[src/rtl/core_trace_monitor.sv]
// core_trace_monitor: retire-trace FIFO with cycle/retire/drop counters, program-end
// detection (EBREAK / jump-to-self) and a no-retire watchdog. Never back-pressures the core.
// Build option: define TRACE_OVERWRITE_EN to make overflow evict the oldest entry instead of
// discarding the newly retired one.
module core_trace_monitor #(
  parameter int unsigned XLEN           = 32,
  parameter int unsigned PC_W           = 32,
  parameter int unsigned DEPTH          = 16,
  parameter int unsigned CNT_W          = 32,
  parameter int unsigned TIMEOUT_CYCLES = 1024
) (
  input  logic                      CLK,
  input  logic                      RESET,
  input  logic                      retire_valid,
  input  logic [PC_W-1:0]           retire_pc,
  input  logic [31:0]               retire_inst,
  input  logic [XLEN-1:0]           retire_rd,
  input  logic [XLEN-1:0]           retire_alu,
  output logic                      trace_valid,
  input  logic                      trace_ready,
  output logic [PC_W+32+2*XLEN-1:0] trace_data,
  output logic [CNT_W-1:0]          cycle_count,
  output logic [CNT_W-1:0]          retire_count,
  output logic [15:0]               drop_count,
  output logic                      halted,
  output logic                      timeout
);

  localparam int unsigned DW     = PC_W + 32 + 2 * XLEN;
  localparam int unsigned AW     = $clog2(DEPTH);
  localparam int unsigned PTR_W  = AW + 1;
  localparam int unsigned IDLE_W = (TIMEOUT_CYCLES < 2) ? 1 : $clog2(TIMEOUT_CYCLES + 1);
  localparam logic [31:0] INST_EBREAK   = 32'h0010_0073;
  localparam logic [31:0] INST_JAL_SELF = 32'h0000_006F;

  typedef enum logic [1:0] {
    ST_RUN     = 2'd0,
    ST_HALTED  = 2'd1,
    ST_TIMEOUT = 2'd2
  } state_e;

  state_e            state_q, state_d;
  logic [PTR_W-1:0]  wr_ptr_q, wr_ptr_d;
  logic [PTR_W-1:0]  rd_ptr_q, rd_ptr_d;
  logic              valid_q, valid_d;
  logic [DW-1:0]     head_q, head_d;
  logic [CNT_W-1:0]  cycle_q, cycle_d;
  logic [CNT_W-1:0]  retire_q, retire_d;
  logic [15:0]       drop_q, drop_d;
  logic [IDLE_W-1:0] idle_q, idle_d;
  logic [IDLE_W-1:0] idle_inc;
  logic [DW-1:0]     mem_q [DEPTH];

  logic              push, pop, full, wr_en, is_halt_inst;
  logic [DW-1:0]     new_entry;
  logic [AW-1:0]     wr_idx;

  assign trace_valid  = valid_q;
  assign trace_data   = head_q;
  assign cycle_count  = cycle_q;
  assign retire_count = retire_q;
  assign drop_count   = drop_q;
  assign halted       = (state_q == ST_HALTED);
  assign timeout      = (state_q == ST_TIMEOUT);

  // Next-state, FIFO pointer, counter and registered-head computation
  always_comb begin
    state_d  = state_q;
    wr_ptr_d = wr_ptr_q;
    rd_ptr_d = rd_ptr_q;
    cycle_d  = cycle_q;
    retire_d = retire_q;
    drop_d   = drop_q;
    idle_d   = idle_q;
    wr_en    = 1'b0;

    new_entry    = {retire_pc, retire_inst, retire_rd, retire_alu};
    wr_idx       = wr_ptr_q[AW-1:0];
    push         = retire_valid && (state_q == ST_RUN);
    pop          = valid_q && trace_ready;
    full         = (wr_ptr_q[AW] != rd_ptr_q[AW]) && (wr_ptr_q[AW-1:0] == rd_ptr_q[AW-1:0]);
    is_halt_inst = (retire_inst == INST_EBREAK) || (retire_inst == INST_JAL_SELF);
    idle_inc     = idle_q + IDLE_W'(1);

    if (pop) begin
      rd_ptr_d = rd_ptr_q + PTR_W'(1);
    end

    if (push) begin
      retire_d = retire_q + CNT_W'(1);
      if (!full || pop) begin
        wr_en    = 1'b1;
        wr_ptr_d = wr_ptr_q + PTR_W'(1);
      end else begin
`ifdef TRACE_OVERWRITE_EN
        // Evict the oldest entry: the write lands in the slot the head just vacated
        wr_en    = 1'b1;
        wr_ptr_d = wr_ptr_q + PTR_W'(1);
        rd_ptr_d = rd_ptr_q + PTR_W'(1);
`endif
        if (drop_q != 16'hFFFF) begin
          drop_d = drop_q + 16'd1;
        end
      end
    end

    if (state_q == ST_RUN) begin
      cycle_d = cycle_q + CNT_W'(1);
      if (retire_valid) begin
        idle_d = '0;
        if (is_halt_inst) begin
          state_d = ST_HALTED;
        end
      end else if (TIMEOUT_CYCLES != 0) begin
        idle_d = idle_inc;
        if (idle_inc == IDLE_W'(TIMEOUT_CYCLES)) begin
          state_d = ST_TIMEOUT;
        end
      end
    end

    // Head register: the new entry bypasses the array when it lands in the next head slot
    valid_d = (wr_ptr_d != rd_ptr_d);
    if (wr_en && (rd_ptr_d[AW-1:0] == wr_idx)) begin
      head_d = new_entry;
    end else begin
      head_d = mem_q[rd_ptr_d[AW-1:0]];
    end
  end

  // State, pointer and counter registers with synchronous reset
  always_ff @(posedge CLK) begin
    if (RESET) begin
      state_q  <= ST_RUN;
      wr_ptr_q <= '0;
      rd_ptr_q <= '0;
      valid_q  <= 1'b0;
      head_q   <= '0;
      cycle_q  <= '0;
      retire_q <= '0;
      drop_q   <= '0;
      idle_q   <= '0;
    end else begin
      state_q  <= state_d;
      wr_ptr_q <= wr_ptr_d;
      rd_ptr_q <= rd_ptr_d;
      valid_q  <= valid_d;
      head_q   <= head_d;
      cycle_q  <= cycle_d;
      retire_q <= retire_d;
      drop_q   <= drop_d;
      idle_q   <= idle_d;
    end
  end

  // Trace storage array; contents are meaningless until written, so no reset
  always_ff @(posedge CLK) begin
    if (wr_en && !RESET) begin
      mem_q[wr_idx] <= new_entry;
    end
  end

endmodule

[config.mk]
export PLATFORM = sky130hd
export DESIGN_NAME = core_trace_monitor
export DESIGN_NICKNAME = d
export VERILOG_FILES = /design/src/rtl/core_trace_monitor.sv
export SDC_FILE = /design/constraint.sdc
export NUM_CORES = 2
export LEC_CHECK = 0
export CELL_PAD_IN_SITES_DETAIL_PLACEMENT = 0
export CELL_PAD_IN_SITES_GLOBAL_PLACEMENT = 2
export CORE_MARGIN = 2
export CORE_UTILIZATION = 28
export CTS_CLUSTER_DIAMETER = 200
export CTS_CLUSTER_SIZE = 24
export DETAILED_ROUTE_END_ITERATION = 16
export PLACE_DENSITY_LB_ADDON = 0.1
export SLEW_MARGIN = 5
export SYNTH_ARGS = -nofsm -noshare
export SYNTH_HDL_FRONTEND = slang
export SYNTH_SLANG_ARGS = --single-unit
[constraint.sdc]
create_clock -name CLK -period 19.68 [get_ports CLK]
set_clock_uncertainty 0.1 [all_clocks]
set_input_delay 4.92 -clock CLK [delete_from_list [all_inputs] [get_ports CLK]]
set_output_delay 4.92 -clock CLK [all_outputs]
set_load 0.03 [all_outputs]
==> run metrics <==
Chip Height 569.4 µm; CP Capture Type register; Hold WC Path Type register to register; Vias/cell ~5; CTS max path bufs 4; Resized Gates After CTS 0; worst hold start idle_q[10]$_SDFFE_PP0N_; endpoints failing setup 0; clock sink total 2,280; Synth top area share 0.6870; actual slew at the worst max-slew pin 1.217 ns; post-synthesis async set-or-reset flop share 0; main combinational cell family by area after synthesis compound AO/OA/AOI/OAI gates; Mapped Area approximately 90,000 µm²; Slew headroom 0.1887; post-place setup slack 8.821 ns; pin count of the biggest net entering global routing 159; Synth Area in Adders 0.001398; # rows 207; GP Congestion 0.7145; CTS clk-pin slew, worst paths 0.10 ns; CTS tree done; GR Util met3 0.02115; final wirelength 301.6 mm; Commonest cells post-synth edfxtp_1, nand2_1, a211oi_1; maximum fanout along the worst path 56; routed len/inst 28.14 µm; CP startpoint trace_ready; core footprint 318,100 µm²; final worst slack roughly 9.8 ns; max frequency 101.5 MHz; cts hold-fix bufs 0; family with the most delay on the worst path buffers and inverters; peak supply drop 0.00006527 V; Top cell by count, worst path buf_4; layout cells sized above 1 0.05436; syn_area_per_cell 14.09 µm²; sequential share of the synthesized area 0.7389; Final min period 9.849 ns; CP peak stage delay 0.80 ns; Synth Area in Compound Gates 0.1201; critical path arrival 10.27 ns; CTS root buf clkbuf_16; htree depth 3; first-pass GRT wire length 428.5 mm; power density over the cells slightly above 90 nW/µm²; post-route core utilization 0.3168; cell taking the most area after synthesis edfxtp_1; vias in the first global route around 55,000; critical path type input port to register; postcts setup bufs 0; Most used DFF post-synth edfxtp_1; FF+latch count, synth 2,280; Nets approximately 6,600; leakage power 0.03236 µW; Synth Warn # 0; Synth area leaders edfxtp_1, dfxtp_1, nand2_1; die area 324,200 µm²; final period utilization 0.5005; worst-path cell chain clkdlybuf4s50_1 > and2_2 > buf_4 > nor2_1 > a21boi_1 > nand3_1 > nor2_4 > buf_4 > buf_4; post-synthesis cell count between 6,000 and 7,000; simple-gate area share of the yosys netlist 0.09324; Area Overhead vs Synth 12.55%; CTS Buf Count 108; Syn Nets 6,495; multiplexer share of the synthesized area 0.01392; max-slew violations 0; Synth Area in XOR/XNOR 0.008890; antenna violations before repair 39; num ports 343; CP startpoint kind input port; status finished, final reports clean; initial DRC count 4,185; initial core utilization 0.2814; GRT Util Overall 0.1816; Fin. Hold Viols 0; buffers added on ports 342; M2 GR Usage 0.2996; sum of net half-perimeters after detailed placement 152.3 mm; Slowest cell on crit path clkdlybuf4s50_1; reg2reg start trace_valid$_SDFF_PP0_; later-pin clock latency in the skew report 0.90 ns; DR pass1 iterations 7; Max-cap violations 0; DIE WIDTH 569.4 µm; worst path buffer plus inverter count 4; unrepaired setup endpoints after global routing no; Post-synth EDFFs 2,048; gr busiest metal met2; DRC Markers 0; library cells used by synthesis 62; count leader, synth edfxtp_1; Fin Setup TNS 0 ns; post-route ant nets 0; met1 usage 0.2569; via count 54,360; total grt overflow 0; Worst Path Required 20.10 ns
-- kinds of logic after synthesis --
kind of cell,Yosys count
AO/OA/AOI/OAI,1579
XOR/XNOR,90
adder cells (fa/ha/maj),10
buffers and inverters,516
flip-flops,2280
multiplexers,75
AND/OR/NAND/NOR,1803
-- through the flow --
| step | hold slack (ns) | total power (µW) | instances | cell area [µm²] |
|---|---|---|---|---|
| 2_1_floorplan | 0.3481 | 6183 | 6353 | 89510 |
| 3_3_place_gp | 0.3580 | 6717 | 10520 | 97620 |
| 3_5_place_dp | 0.3676 | 6712 | 10520 | 97620 |
| 4_1_cts | 0.3839 | 9387 | 10710 | 100700 |
| 5_1_grt | 0.4005 | 9610 | 10710 | 100700 |
| 6_report | 0.3834 | 9223 | 10720 | 100700 |
-- cells in the final DEF, fill, tap and decap left out, drive strengths merged, types with 6 or more instances in the layout --
cell,count
edfxtp,2048
nand2,1013
a211oi,473
and3,448
a31oi,436
clkdlybuf4s50,341
dfxtp,232
a22oi,216
clkbuf,193
a21oi,181
nor2,148
buf,142
a21o,105
nand3,56
xor2,56
o21ai,53
o22ai,42
mux4,37
nand4,35
xnor2,34
mux2,26
or3,20
nor4,20
a311oi,16
inv,16
nor3,16
mux2i,12
o2bb2ai,11
diode,10
o311ai,10
o211ai,10
ha,10
and4,8
nand2b,8
and2,7
nor2b,6
nor3b,6
-- worst paths after layout --
| kind | cells past startpoint | endpoint | slack [ns] |
|---|---|---|---|
| hold reg to reg | 2 | idle_q[10]$_SDFFE_PP0N_ | 0.38 |
| setup / recovery | 9 | mem_q[6][116]$_DFFE_PP_ | 9.83 |
| hold / removal | 2 | idle_q[10]$_SDFFE_PP0N_ | 0.38 |
| setup reg to reg | 8 | mem_q[6][116]$_DFFE_PP_ | 14.01 |
-- per-layer routing --
metal / routed length (µm) / vias to the layer above / part of all wire
met5: 145 / - / 0.00048
met4: 5419 / 26 / 0.018
met3: 11670 / 220 / 0.039
met2: 143200 / 943 / 0.47
met1: 141200 / 28490 / 0.47
li1: - / 24680 / -
-- state kept, by name, indices dropped and copies added (netlist names) --
signal	count
state_q	2
wr_ptr_q	5
idle_q	11
retire_count	32
cycle_count	32
rd_ptr_q	5
trace_data	128
trace_valid	1
drop_count	16
mem_q	2048
-- power by group --
| group | internal (µW) | switching (µW) |
|---|---|---|
| sequential | 5340 | 55.8 |
| clock | 1070 | 1580 |
| combinational | 373 | 801 |
| total | 6780 | 2440 |
-- worst min-delay path, delay by kind of cell (launching register included) --
family	cells	cell delay (ns)
AO/OA/AOI/OAI	1	0.05
AND/OR/NAND/NOR	1	0.05
flip-flops	1	0.34
-- cell type report --
type                       instances  area (µm²)
fill                           31350      217300
sequential                      2280       66150
multi-input combinational       3557       21510
tap                             4180        5230
timing repair buffer             483        4679
clock buffer                     193        3064
inverter                          15       56.30
clock inverter                     2       36.28
antenna                           10       25.02
Note: power is estimated with default switching activity, not from simulation.
